File: config.mk
export PLATFORM = sky130hd
export DESIGN_NAME = stopwatch_display
export DESIGN_NICKNAME = d
export VERILOG_FILES = /design/src/rtl/stopwatch_display.sv
export SDC_FILE = /design/constraint.sdc
export NUM_CORES = 1
export LEC_CHECK = 0
export CAP_MARGIN = 20
export CORE_UTILIZATION = 45
export DETAILED_ROUTE_END_ITERATION = 10
export PLACE_DENSITY = 0.61
export SLEW_MARGIN = 10
export SYNTH_ARGS = -nofsm -noshare
export SYNTH_HDL_FRONTEND = slang
export SYNTH_SLANG_ARGS = --single-unit
export TNS_END_PERCENT = 5
File: constraint.sdc
create_clock -name clk -period 7.9 [get_ports clk]
set_input_delay 0.79 -clock clk [delete_from_list [all_inputs] [get_ports clk]]
set_output_delay 0.79 -clock clk [all_outputs]
set_load 0.02 [all_outputs]
File: src/rtl/stopwatch_display.sv
// Display back end for the stopwatch: snapshots hh/mm/ss/xx once per scan frame,
// converts them to decimal digits by repeated subtract-by-ten and scans them out as hh.mm.ss.xx.
module stopwatch_display #(
    parameter int SCAN_DIV = 100000,
    parameter bit LZ_BLANK = 1'b1
) (
    input  logic       clk,
    input  logic       rst,
    input  logic [7:0] hh,
    input  logic [7:0] mm,
    input  logic [7:0] ss,
    input  logic [7:0] xx,
    input  logic       freeze,
    input  logic       blank,
    output logic [7:0] an,
    output logic [7:0] seg,
    output logic       busy
);

    localparam int DW = (SCAN_DIV > 32'sd1) ? $clog2(SCAN_DIV) : 32'sd1;
    localparam logic [DW-1:0] DIV_LAST = DW'(SCAN_DIV - 32'sd1);
    localparam logic [DW-1:0] DIV_ONE  = DW'(32'sd1);

    typedef enum logic [1:0] {
        ST_IDLE  = 2'd0,
        ST_LOAD  = 2'd1,
        ST_CONV  = 2'd2,
        ST_STORE = 2'd3
    } state_t;

    // Active-low gfedcba patterns for the decimal digits.
    function automatic logic [6:0] seg7(input logic [3:0] d);
        logic [6:0] p;
        case (d)
            4'd0:    p = 7'h40;
            4'd1:    p = 7'h79;
            4'd2:    p = 7'h24;
            4'd3:    p = 7'h30;
            4'd4:    p = 7'h19;
            4'd5:    p = 7'h12;
            4'd6:    p = 7'h02;
            4'd7:    p = 7'h78;
            4'd8:    p = 7'h00;
            4'd9:    p = 7'h10;
            default: p = 7'h7F;
        endcase
        return p;
    endfunction

    logic [DW-1:0]   div_cnt_r;
    logic [2:0]      scan_idx_r;
    state_t          state_r;
    state_t          state_nxt_s;
    state_t          adv_state_s;
    logic [1:0]      k_r;
    logic [1:0]      k_nxt_s;
    logic [7:0]      rem_r;
    logic [7:0]      rem_nxt_s;
    logic [3:0]      tens_r;
    logic [3:0]      tens_nxt_s;
    logic [3:0][7:0] snap_r;
    logic [3:0][3:0] stage_tens_r;
    logic [3:0][3:0] stage_ones_r;
    logic [3:0]      stage_ovf_r;
    logic [3:0][3:0] disp_tens_r;
    logic [3:0][3:0] disp_ones_r;
    logic [3:0]      disp_ovf_r;
    logic            busy_r;
    logic [7:0]      an_r;
    logic [7:0]      seg_r;

    logic            div_last_s;
    logic            frame_start_s;
    logic            snap_take_s;
    logic            wr_en_s;
    logic [3:0]      wr_tens_s;
    logic [3:0]      wr_ones_s;
    logic            wr_ovf_s;
    logic            disp_load_s;
    logic [1:0]      fld_s;
    logic [3:0]      dig_s;
    logic            dp_s;
    logic [7:0]      an_nxt_s;
    logic [7:0]      seg_nxt_s;

    assign div_last_s    = (div_cnt_r == DIV_LAST);
    assign frame_start_s = div_last_s && (scan_idx_r == 3'd7);
    assign snap_take_s   = frame_start_s && !freeze && (state_r == ST_IDLE);

    // Scan divider and digit index; wraps with no dead cycles.
    always_ff @(posedge clk or posedge rst) begin
        if (rst) begin
            div_cnt_r  <= '0;
            scan_idx_r <= 3'd0;
        end else if (div_last_s) begin
            div_cnt_r  <= '0;
            scan_idx_r <= scan_idx_r + 3'd1;
        end else begin
            div_cnt_r  <= div_cnt_r + DIV_ONE;
        end
    end

    // Converter state register; busy mirrors the state being entered.
    always_ff @(posedge clk or posedge rst) begin
        if (rst) begin
            state_r <= ST_IDLE;
            busy_r  <= 1'b0;
        end else begin
            state_r <= state_nxt_s;
            busy_r  <= (state_nxt_s != ST_IDLE);
        end
    end

    // Converter next-state logic and staging-write controls.
    always_comb begin
        state_nxt_s = state_r;
        k_nxt_s     = k_r;
        rem_nxt_s   = rem_r;
        tens_nxt_s  = tens_r;
        wr_en_s     = 1'b0;
        wr_tens_s   = 4'd0;
        wr_ones_s   = 4'd0;
        wr_ovf_s    = 1'b0;
        disp_load_s = 1'b0;
        adv_state_s = (k_r == 2'd3) ? ST_STORE : ST_LOAD;
        case (state_r)
            ST_IDLE: begin
                if (snap_take_s) begin
                    state_nxt_s = ST_LOAD;
                    k_nxt_s     = 2'd0;
                end else begin
                    state_nxt_s = ST_IDLE;
                end
            end
            ST_LOAD: begin
                rem_nxt_s  = snap_r[k_r];
                tens_nxt_s = 4'd0;
                if (snap_r[k_r] > 8'd99) begin
                    wr_en_s     = 1'b1;
                    wr_ovf_s    = 1'b1;
                    state_nxt_s = adv_state_s;
                    k_nxt_s     = k_r + 2'd1;
                end else if (snap_r[k_r] >= 8'd10) begin
                    state_nxt_s = ST_CONV;
                end else begin
                    wr_en_s     = 1'b1;
                    wr_ones_s   = snap_r[k_r][3:0];
                    state_nxt_s = adv_state_s;
                    k_nxt_s     = k_r + 2'd1;
                end
            end
            ST_CONV: begin
                rem_nxt_s  = rem_r - 8'd10;
                tens_nxt_s = tens_r + 4'd1;
                // Digit pair is final on the step that drops rem below ten.
                if (rem_nxt_s < 8'd10) begin
                    wr_en_s     = 1'b1;
                    wr_tens_s   = tens_nxt_s;
                    wr_ones_s   = rem_nxt_s[3:0];
                    state_nxt_s = adv_state_s;
                    k_nxt_s     = k_r + 2'd1;
                end else begin
                    state_nxt_s = ST_CONV;
                end
            end
            ST_STORE: begin
                disp_load_s = 1'b1;
                state_nxt_s = ST_IDLE;
            end
            default: begin
                state_nxt_s = ST_IDLE;
            end
        endcase
    end

    // Converter datapath: snapshot, working registers, staging and display copies.
    always_ff @(posedge clk or posedge rst) begin
        if (rst) begin
            k_r          <= 2'd0;
            rem_r        <= 8'd0;
            tens_r       <= 4'd0;
            snap_r       <= '0;
            stage_tens_r <= '0;
            stage_ones_r <= '0;
            stage_ovf_r  <= 4'd0;
            disp_tens_r  <= '0;
            disp_ones_r  <= '0;
            disp_ovf_r   <= 4'd0;
        end else begin
            k_r    <= k_nxt_s;
            rem_r  <= rem_nxt_s;
            tens_r <= tens_nxt_s;
            if (snap_take_s) begin
                snap_r <= {xx, ss, mm, hh};
            end
            if (wr_en_s) begin
                stage_tens_r[k_r] <= wr_tens_s;
                stage_ones_r[k_r] <= wr_ones_s;
                stage_ovf_r[k_r]  <= wr_ovf_s;
            end
            // All eight digits move together so a frame never shows a mix.
            if (disp_load_s) begin
                disp_tens_r <= stage_tens_r;
                disp_ones_r <= stage_ones_r;
                disp_ovf_r  <= stage_ovf_r;
            end
        end
    end

    // Digit selection and segment decode for the current scan position.
    always_comb begin
        fld_s    = ~scan_idx_r[2:1];
        dig_s    = scan_idx_r[0] ? disp_tens_r[fld_s] : disp_ones_r[fld_s];
        dp_s     = !scan_idx_r[0] && (scan_idx_r != 3'd0);
        if (disp_ovf_r[fld_s]) begin
            seg_nxt_s = {!dp_s, 7'b0111111};
        end else if (LZ_BLANK && (scan_idx_r == 3'd7) && (dig_s == 4'd0)) begin
            seg_nxt_s = {!dp_s, 7'h7F};
        end else begin
            seg_nxt_s = {!dp_s, seg7(dig_s)};
        end
        if (blank) begin
            an_nxt_s = 8'hFF;
        end else begin
            an_nxt_s = ~(8'h01 << scan_idx_r);
        end
    end

    // Registered display drive.
    always_ff @(posedge clk or posedge rst) begin
        if (rst) begin
            an_r  <= 8'hFF;
            seg_r <= 8'hFF;
        end else begin
            an_r  <= an_nxt_s;
            seg_r <= seg_nxt_s;
        end
    end

    assign an   = an_r;
    assign seg  = seg_r;
    assign busy = busy_r;

endmodule
# Word level (Yosys, flattened, before mapping)
# Memory sizes are Yosys's and may differ from the RTL's.
# Index checks and enable logic that the tools add are counted.
[op_classes]
muxes = 46
shift = 1
eq_ne = 9
addsub = 5
n_bitwise = 2
n_lt_le_gt_ge = 6
reduce_logical = 16
[ops]
columns = ["op", "n"]
rows = [
  ["4-bit two-way mux", 9],
  ["16-bit bitwise mux", 2],
  ["17-bit by 1-bit adder with 17-bit output (second input constant)", 1],
  ["17-bit == test (second input constant)", 1],
  ["17-bit two-way mux", 1],
  ["4-bit binary-select mux with 2-bit select", 2],
  ["8-bit binary-select mux with 2-bit select", 1],
  ["2-bit two-way mux", 8],
  ["8-bit two-way mux", 2],
  ["4-bit one-hot mux with 2 select lines", 2],
  ["8-bit one-hot mux with 2 select lines", 1],
  ["7-bit two-way mux", 2],
  ["1-bit two-way mux", 9],
  ["4-bit demux with 2-bit select", 1],
  ["8-bit by 4-bit >= comparator with 1-bit output (second input constant)", 1],
  ["8-bit by 7-bit greater-than comparator with 1-bit output (second input constant)", 1],
  ["8-bit by 4-bit < comparator with 1-bit output (second input constant)", 1],
  ["8-bit NOT", 1],
  ["2-bit one-hot mux with 4 select lines", 1],
  ["1-bit by 3-bit << shifter with 8-bit output (first input constant)", 1],
  ["8-bit by 4-bit subtractor with 8-bit output (second input constant)", 1],
  ["2-bit == test (second input constant)", 3],
  ["1-bit logical AND", 6],
  ["2-bit by 3-bit < comparator with 1-bit output (second input constant)", 2],
  ["other kinds (20)", 25],
]
[word_totals]
mem_bits_ro = 112
memories = 1
in_bits = 36
ff_bits = 157
word_cells = 117
[memory_table]
columns = ["memory", "words", "word_bits", "rd", "rd_clocked_by_memory_dff", "write_ports", "line", "rtl"]
rows = [
  ["(name not given)", 16, 7, 1, 0, 0, "34", "case (d)"],
]

# Depth between registers and ports, before layout
# Gate-level depths: netlist of run 1.
[logic_depth]
depth_word = 8
depth_mapped = 9
ltp_nobuf = 7

# Worst setup path before layout of run 1
# No wires, ideal clock.
[synth_path]
kind = "reg-to-reg"
from = "register k_r[0]"
to = "register stage_ones_r[12] (netlist name)"
required_time_ps = 7775
n_path_buf = 1
slack_ps = 5332
period_less_slack_ps = 2568
path_stages_with_launch = 7
arrival_ps = 2442
setup_time_ps = 125
cell_sequence = "dfrtp_1 buf_6 mux4_2 o311a_4 a211oi_4 o22ai_4 mux2_4"
[synth_between]
elab_chain_len = 7
elab_cells_between_ends = 16
cone_classes = "4 x order compare; 11 x mux; 1 x reduce/logical"
[synth_lines]
columns = ["item", "line", "rtl"]
rows = [
  ["start, declared", "55", "logic [1:0] k_r;"],
  ["start signal, assigned", "190", "k_r <= k_nxt_s;"],
  ["8-bit binary-select mux with 2-bit select", "138, 143, 147", ""],
  ["8-bit two-way mux (not written as such)", "147", "wr_ones_s = snap_r[k_r][3:0];"],
  ["8-bit by 4-bit >= comparator with 1-bit output", "143", "end else if (snap_r[k_r] >= 8'd10) begin"],
  ["4-bit two-way mux", "143", ""],
  ["4-bit two-way mux", "138", "if (snap_r[k_r] > 8'd99) begin"],
  ["4-bit one-hot mux with 2 select lines", "126", "case (state_r)"],
  ["16-bit bitwise mux", "198", "stage_ones_r[k_r] <= wr_ones_s;"],
  ["end signal, assigned by index", "198", ""],
  ["end, declared", "63", "logic [3:0][3:0] stage_ones_r;"],
]
# Parallel ways exist; a longest one is shown, timed or not. The select of a mux whose other input is x is not followed.
# A chain may end at the register's enable or synchronous reset.

# Final worst setup path of run 1
[layout_path]
from = "register div_cnt_r[13]"
to = "register snap_r[24] (netlist name)"
[layout_between]
elab_chain_len = 4
[layout_lines]
columns = ["item", "line", "rtl"]
rows = [
  ["start, declared", "50", "logic [DW-1:0] div_cnt_r;"],
  ["start signal, assigned", "99", "div_cnt_r <= div_cnt_r + DIV_ONE;"],
  ["17-bit == test", "86", "assign div_last_s = (div_cnt_r == DIV_LAST);"],
  ["1-bit logical AND", "87", "assign frame_start_s = div_last_s && (scan_idx_r == 3'd7);"],
  ["1-bit logical AND (2 in series)", "88", "assign snap_take_s = frame_start_s && !freeze && (state_r == ST_IDLE);"],
  ["end signal, assigned", "194", "snap_r <= {xx, ss, mm, hh};"],
  ["end, declared", "61", "logic [3:0][7:0] snap_r;"],
]
# No other way between the ends.

==> out/results.ini, run 1 <==
[outcome]
status = completed

[floorplanning]
dieArea_mm2 = 0.0169
rows = 46
core_mm2 = 0.0159
start_util_pct = 46.4
die_w_um = 130
io-pin-count = 53
die_h_um = 130

[synthesis]
synth_warnings = 0
yosysTopAreaCell = dfrtp_1
synthArstFlopShare_pct = 100
synth_area_per_cell_um2 = 13.5
ys.flop_type = dfrtp_1
synth-seq-area-share_pct = 53.4
synth_edf_count = 0
synth_top_area_share_pct = 47.7
syn-num-nets = 608
ys_seq_elements = 157
synth.top_cells.by_area = dfrtp_1 (48%), mux2_2 (13%), dfstp_2 (5.7%)
synthesis.area_mm2 = 0.00739
syn_inst = 548
ys_types = 57

[timing]
hold_violations = 0
grt_setup_unrepaired = no
max_freq_mhz = 314
fin_crit_sh_pct = 40.3
drv_slew = 0
hold_ws_ns = 0.489
setup_tns_ns = 0
layout_setup_ws_ns = 4.72
relSlewSlack_pct = 38.2
tightest_slew_ns = 0.927
setup_viol = 0
skew_ns = 0.00645
min_period_ns = 3.18

[grt]
antenna_found_initial = 0
grt_pass1_vias = 4552
grt_pass1_wl_um = 23000
gr-usage-all-layers_pct = 18.1
grt_max_degree = 103
grt.overflow.total = 0

[pwr]
power_density_mw_per_mm2 = 188
irDropWorstVdd_v = 0.000150
p_leak_nw = 3.99

[setup_path]
cp-start-kind = register
crit_required_ns = 8.21
arrival_ns = 3.49
crit_path_max_fanout = 34
end_kind = register
critPathKind = register to register

[clock_tree]
clockRootBuffer = clkbuf_16
cts_buffers = 17
cts-htree-levels = 4
post_cts_buffers = 0
clk_pin_slew_ns = 0.06
cts.sinks = 157
clk-insertion-delay-late_ns = 0.42
clockBufferDepth = 2
hold_buffers = 0
cts_tree = done
cts_resized = 0

[drt]
detail_route.vias_per_cell = 5.32
dr.pass1.iters = 5
ant_nets = 0
drc = 0
vias = 4424
avgRoutedWirePerCell_um = 16.4
wl_um = 13600
drtIter0Drc = 213

[place]
io_buffer_count = 52
gp_congestion = 0.816
dp_hpwl_um = 9400
pre_cts_slack_ns = 4.69
place_area_mm2 = 0.00813

[finish]
final_common_cell = dfrtp_1
layout.nets = 662
postLayoutCellArea_mm2 = 0.00871
n_antenna_cell = 0
drive_gt1_share_pct = 30.1
post-route-util_pct = 54.6
area_delta_synth_final_pct = 17.8
mostFrequentLayoutCells = dfrtp_1 (141), mux2_2 (86), clkdlybuf4s50_1 (52)
fillCellCount = 1309

[hold_path]
min_path_type = register to register

[job]
cap_violations = 0

sequential cells by signal, indices dropped and copies added (netlist names):
register / flops
stage_tens_r: 16
tens_r: 4
k_r: 2
disp_ovf_r: 4
snap_r: 32
stage_ones_r: 16
stage_ovf_r: 4
an: 8
busy: 1
disp_tens_r: 16
state_r: 2
rem_r: 8
seg: 8
div_cnt_r: 17
disp_ones_r: 16
scan_idx_r: 3
metrics by stage:
| stage | total power (W) | instances |
|---|---|---|
| finish | 0.00164 | 831 |
| detailed placement | 0.000857 | 799 |
| floorplan | 0.000832 | 548 |
| global route | 0.00169 | 831 |
| global placement | 0.000856 | 799 |
| CTS | 0.00166 | 831 |
worst paths after layout:
check	cells after the start	end	startpoint	slack (ns)
hold / removal	1	stage_tens_r[5]	stage_tens_r[5]	0.49
setup / recovery	6	snap_r[24]	div_cnt_r[13]	4.72
max in group asynchronous	3	div_cnt_r[4]	rst	5.68
min in group asynchronous	2	tens_r[2]	rst	0.95
hold reg to reg	1	stage_tens_r[5]	stage_tens_r[5]	0.49
setup reg to reg	6	snap_r[24]	div_cnt_r[13]	4.72
cell families after synthesis:
| logic type | count (synthesis) | synth area share (%) |
|---|---|---|
| muxes | 133 | 23.6 |
| and+or+nand+nor | 106 | 7.60 |
| xor gates and xnor gates | 18 | 2.13 |
| AOI/OAI and AO/OA | 66 | 6.65 |
| adders and majority gates | 24 | 4.06 |
| DFF | 157 | 53.4 |
| buffers and inverters | 44 | 2.54 |
Yosys cell counts, types with 4 or more instances:
| library cell | number |
|---|---|
| inv_1 | 20 |
| nand3b_1 | 8 |
| nand3_1 | 17 |
| nand2_1 | 31 |
| o21ai_0 | 21 |
| mux2_2 | 86 |
| dfrtp_1 | 141 |
| xor2_1 | 8 |
| clkbuf_1 | 13 |
| mux4_2 | 17 |
| o22ai_4 | 4 |
| mux2_4 | 18 |
| mux2_1 | 4 |
| and3_1 | 7 |
| ha_1 | 24 |
| xnor2_1 | 10 |
| or3_1 | 4 |
| a21oi_1 | 17 |
| mux2i_1 | 8 |
| dfstp_2 | 16 |
| nor2_1 | 18 |
critical path, cell delays in order, from the launching register on:
cell and delay (ns):
dfrtp_1 0.43, or4b_1 0.54, nor4_1 0.52, and2_1 0.53, and4_1 0.26, buf_4 0.37
mux2_2 0.39
power breakdown:
| part | switching [W] | internal, W |
|---|---|---|
| registers | 0.0000000736 | 0.000805 |
| logic | 0.0000187 | 0.0000166 |
| clock network | 0.000322 | 0.000477 |
| total | 0.000341 | 0.00130 |
area by class of cell:
class,count,area [um2],share of cell area [%]
sequential,157,3950,45.3
tap,216,270,3.10
timing repair buffer,58,566,6.49
clock inverter,8,80.1,0.920
clock buffer,24,502,5.76
multi-input combinational,347,3260,37.4
inverter,21,83.8,0.963
routing by layer:
| layer | up-vias | track usage (%) | wire, um |
|---|---|---|---|
| li1 | 2077 | - | - |
| met1 | 2253 | 23.8 | 6380 |
| met2 | 74 | 28.8 | 6630 |
| met3 | 20 | 3.77 | 365 |
| met4 | 0 | 7.93 | 269 |
| met5 | - | 0 | 0 |
Note: power is estimated with default switching activity, not from simulation.
==> run 2: changes to the inputs <==
Settings changed: PLACE_DENSITY 0.61 to 0.63.
Clock period 7.9 ns to 2.9 ns, I/O delays scaled along.
==> out/results.ini, run 2 (synthesized netlist as in run 1, its figures left out) <==
[outcome]
status = completed

[setup_path]
crit_required_ns = 3.24
cp-start-kind = register
r2r_start = k_r[0]
arrival_ns = 3.02
r2r_end = k_r[0]
crit_path_max_fanout = 9
r2r_cells = 6
rrSetupSlack_ns = 0.22
end_kind = register
critPathKind = register to register

[grt]
antenna_found_initial = 0
grt_pass1_vias = 4635
grt_pass1_wl_um = 24000
grt_max_degree = 81
grt.overflow.total = 0
gr-usage-all-layers_pct = 18.6

[clock_tree]
hold_buffers = 0
cts_buffers = 17
clk_pin_slew_ns = 0.07
clockRootBuffer = clkbuf_16
clk-insertion-delay-late_ns = 0.42
cts_resized = 0
cts-htree-levels = 4
cts.sinks = 157
clockBufferDepth = 2
cts_tree = done
post_cts_buffers = 0

[drt]
vias = 4474
drc = 0
avgRoutedWirePerCell_um = 16.7
drtIter0Drc = 245
ant_nets = 0
dr.pass1.iters = 4
detail_route.vias_per_cell = 5.29
wl_um = 14200

[place]
dp_hpwl_um = 10200
place_area_mm2 = 0.00830
place_inst = 814
io_buffer_count = 52
gp_congestion = 0.809

[timing]
hold_ws_ns = 0.154
fin_crit_sh_pct = 92.4
hold_violations = 0
tightest_slew_ns = 0.622
min_period_ns = 2.68
setup_viol = 0
max_freq_mhz = 373
skew_ns = 0.00802
grt_setup_unrepaired = no
drv_slew = 0
relSlewSlack_pct = 58.0
setup_tns_ns = 0

[finish]
drive_gt1_share_pct = 32.2
largest_reg_flops = 32
final_common_cell = dfrtp_1
n_antenna_cell = 0
mostFrequentLayoutCells = dfrtp_1 (140), mux2_2 (86), clkdlybuf4s50_1 (52)
postLayoutCellArea_mm2 = 0.00894
reg_top3 = snap_r x32, div_cnt_r x17
final_cells = 846
fillCellCount = 1293
layout.nets = 677
area_delta_synth_final_pct = 20.9
regMostFlops = snap_r

[floorplanning]
rows = 46
start_util_pct = 46.4
die_h_um = 130
core_mm2 = 0.0159
dieArea_mm2 = 0.0169
die_w_um = 130
io-pin-count = 53

[hold_path]
min_path_type = input pin to async pin

[pwr]
p_leak_nw = 4.10
power_density_mw_per_mm2 = 524
irDropWorstVdd_v = 0.000493

[job]
cap_violations = 0

==> run 2: layer usage <==
metal  global-route usage (%)  share of wire [%]  vias to the layer above  wire length (um)
met4                     5.20               0.92                        0               130
met5                        0                  0                        -                 0
met3                     5.00                3.8                       12               545
li1                         -                  -                     2108                 -
met1                     25.4                 47                     2271              6590
met2                     29.1                 49                       83              6900
==> run 2: per-stage QoR <==
stage | power (W) | utilization [%] | setup WS [ns]
final | 0.00469 | 56.1 | 0.222
after global routing | 0.00484 | 56.1 | 0.0552
after CTS | 0.00473 | 56.1 | 0.0293
after detailed placement | 0.00234 | 52.1 | 0.0636
after global placement | 0.00233 | 52.1 | 0.138
after floorplan | 0.00227 | - | 0.332
==> run 2: layout make-up <==
type                       count  area, um2  area share, %
sequential                   157       3950           44.2
multi-input combinational    347       3260           36.5
timing repair buffer          73        741           8.29
clock buffer                  17        425           4.76
tap                          216        270           3.02
clock inverter                15        210           2.35
inverter                      21       82.6          0.924
==> run 2: how the worst max path moves through the flow <==
stage,from,to,cells after the start
floorplan,k_r[0],stage_ones_r[12],6
global placement,k_r[0],k_r[0],6
detailed placement,k_r[0],k_r[1],6
CTS,k_r[0],k_r[0],6
global route,k_r[0],k_r[0],6
finish,k_r[0],k_r[0],6
==> run 2: report_power, final <==
part / internal, W / switching [W] / total, W
Combinational: 0.0000488 / 0.0000512 / 0.000100
Clock: 0.00146 / 0.000935 / 0.00239
Sequential: 0.00219 / 0.000000200 / 0.00219
==> run 2: worst max-delay path: stages, from the launching register on <==
cell       delay, ns
dfrtp_2         0.53
mux4_2          0.61
nor4_4          0.40
a2111oi_0       0.17
buf_4           0.17
a2111oi_2       0.47
mux2i_1         0.25
==> run 3: changes to the inputs <==
Settings changed: CORE_MARGIN set to 2, SLEW_MARGIN 10 to unset.
==> out/results.ini, run 3 (synthesized netlist as in run 1, its figures left out) <==
[drt]
avgRoutedWirePerCell_um = 16.7
detail_route.vias_per_cell = 5.31
dr.pass1.iters = 4
vias = 4497
drtIter0Drc = 293
drc = 0
dr_wl_met3_um = 531
ant_nets = 0
dr_wl_met2_um = 7170
wl_um = 14100
wl_met1_um = 6270
top_layer = met4

[clock_tree]
cts.sinks = 157
cts_tree = done
clk-insertion-delay-late_ns = 0.42
cts-htree-levels = 4
clockBufferDepth = 2
clk_pin_slew_ns = 0.06
clockRootBuffer = clkbuf_16
cts_buffers = 17

[timing]
hold_violations = 0
grt_setup_unrepaired = no
drv_slew = 0
setup_viol = 0
setup_tns_ns = 0
layout_setup_ws_ns = 0.226
fin_crit_sh_pct = 92.2
tightest_slew_ns = 0.958
max_freq_mhz = 374
min_period_ns = 2.67
skew_ns = 0.00976
relSlewSlack_pct = 36.1

[place]
gp_congestion = 0.848
pre_cts_slack_ns = 0.0572
dp_hpwl_um = 9940
io_buffer_count = 52

[pwr]
power_density_mw_per_mm2 = 504
irDropWorstVdd_v = 0.000395
p_leak_nw = 4.06

[grt]
antenna_found_initial = 0
gr-usage-all-layers_pct = 17.4
grt_pass1_vias = 4664
grt_max_degree = 158
grt_pass1_wl_um = 24200
grt.overflow.total = 0

[finish]
layout.nets = 678
post-route-util_pct = 55.5
multi_input_area_mm2 = 0.00326
regMostFlops = snap_r
mostFrequentLayoutCells = dfrtp_1 (140), mux2_2 (86), clkdlybuf4s50_1 (52)
area_delta_synth_final_pct = 20.0
n_antenna_cell = 0
drive_gt1_share_pct = 31.9
seq_area_mm2 = 0.00395
reg_top3 = snap_r x32, div_cnt_r x17
final_common_cell = dfrtp_1
largest_reg_flops = 32
fillCellCount = 1357

[setup_path]
end_kind = register
crit_buf_inv = 1
critPathKind = register to register
arrival_ns = 2.98
crit_required_ns = 3.20
crit_family = simple AND/OR/NAND/NOR gates
crit_chain = or4b_1, nor4_1, and2_1, and4_1, buf_12, mux2_2
startpoint = div_cnt_r[13]
r2r_start = div_cnt_r[13]
cp-start-kind = register
cpPeakStageDelay_ns = 0.55
crit_path_max_fanout = 34
crit_slowest_cell = or4b_1

[floorplanning]
core_mm2 = 0.0160
die_w_um = 132
die_h_um = 132
io-pin-count = 53
rows = 46
start_util_pct = 46.2
dieArea_mm2 = 0.0175

[outcome]
status = completed

[hold_path]
min_path_type = input pin to async pin

[job]
cap_violations = 0

run 3: changes by cell type in the layout (fill, tap and decap cells not counted), sizes merged:
| cell | delta |
|---|---|
| clkinvlp | +3 |
| buf | +1 |
| clkinv | -1 |
| bufinv | -2 |
| clkbuf | +6 |
| inv | -6 |
run 3: layout make-up:
class / count / area share [%]
sequential: 157 / 44.5
multi-input combinational: 347 / 36.7
clock inverter: 9 / 1.25
timing repair buffer: 74 / 8.15
inverter: 21 / 0.931
tap: 216 / 3.05
clock buffer: 23 / 5.39
run 3: per-stage QoR:
stage,hold slack (ns),total power (W),instance area [um2],cells
5_1_grt,0.476,0.00464,8870,847
3_5_place_dp,0.478,0.00233,8260,812
2_1_floorplan,0.400,0.00227,7400,548
6_report,0.345,0.00448,8870,847
4_1_cts,0.464,0.00455,8850,844
3_3_place_gp,0.474,0.00233,8260,812
run 3: worst paths after layout:
kind                                 endpoint  slack, ns  cells after the start
worst max-delay path               snap_r[17]       0.23                      6
worst min-delay path               snap_r[17]       0.35                      3
max in group asynchronous       disp_ovf_r[2]       1.74                      3
worst max register to register     snap_r[17]       0.23                      6
worst min register to register   div_cnt_r[0]       0.48                      1
min in group clk                 div_cnt_r[0]       0.48                      1
run 3: per-layer routing:
metal / global-route usage [%] / up-vias
li1: - / 2106
met1: 22.9 / 2286
met2: 29.1 / 92
met3: 4.00 / 13
met4: 5.20 / 0
met5: 0 / -
run 3: timing repair:
action	in CTS	in global routing
hold buffers	0	0
buffers inserted	0	3
resized for setup	0	1
endpoints found under the setup margin	0	38
run 3: power breakdown:
| group | leakage, nW | internal, W | switching [W] |
|---|---|---|---|
| Sequential | 2.11 | 0.00219 | 0.000000131 |
| Clock | 0.272 | 0.00133 | 0.000850 |
| Combinational | 1.68 | 0.0000471 | 0.0000500 |
| Total | 4.06 | 0.00358 | 0.000900 |
run 3: worst register-to-register path, stage by stage (launching register included):
cell and delay (ns):
dfrtp_1 0.42, or4b_1 0.55, nor4_1 0.51, and2_1 0.22
and4_1 0.26, buf_12 0.21, mux2_2 0.38
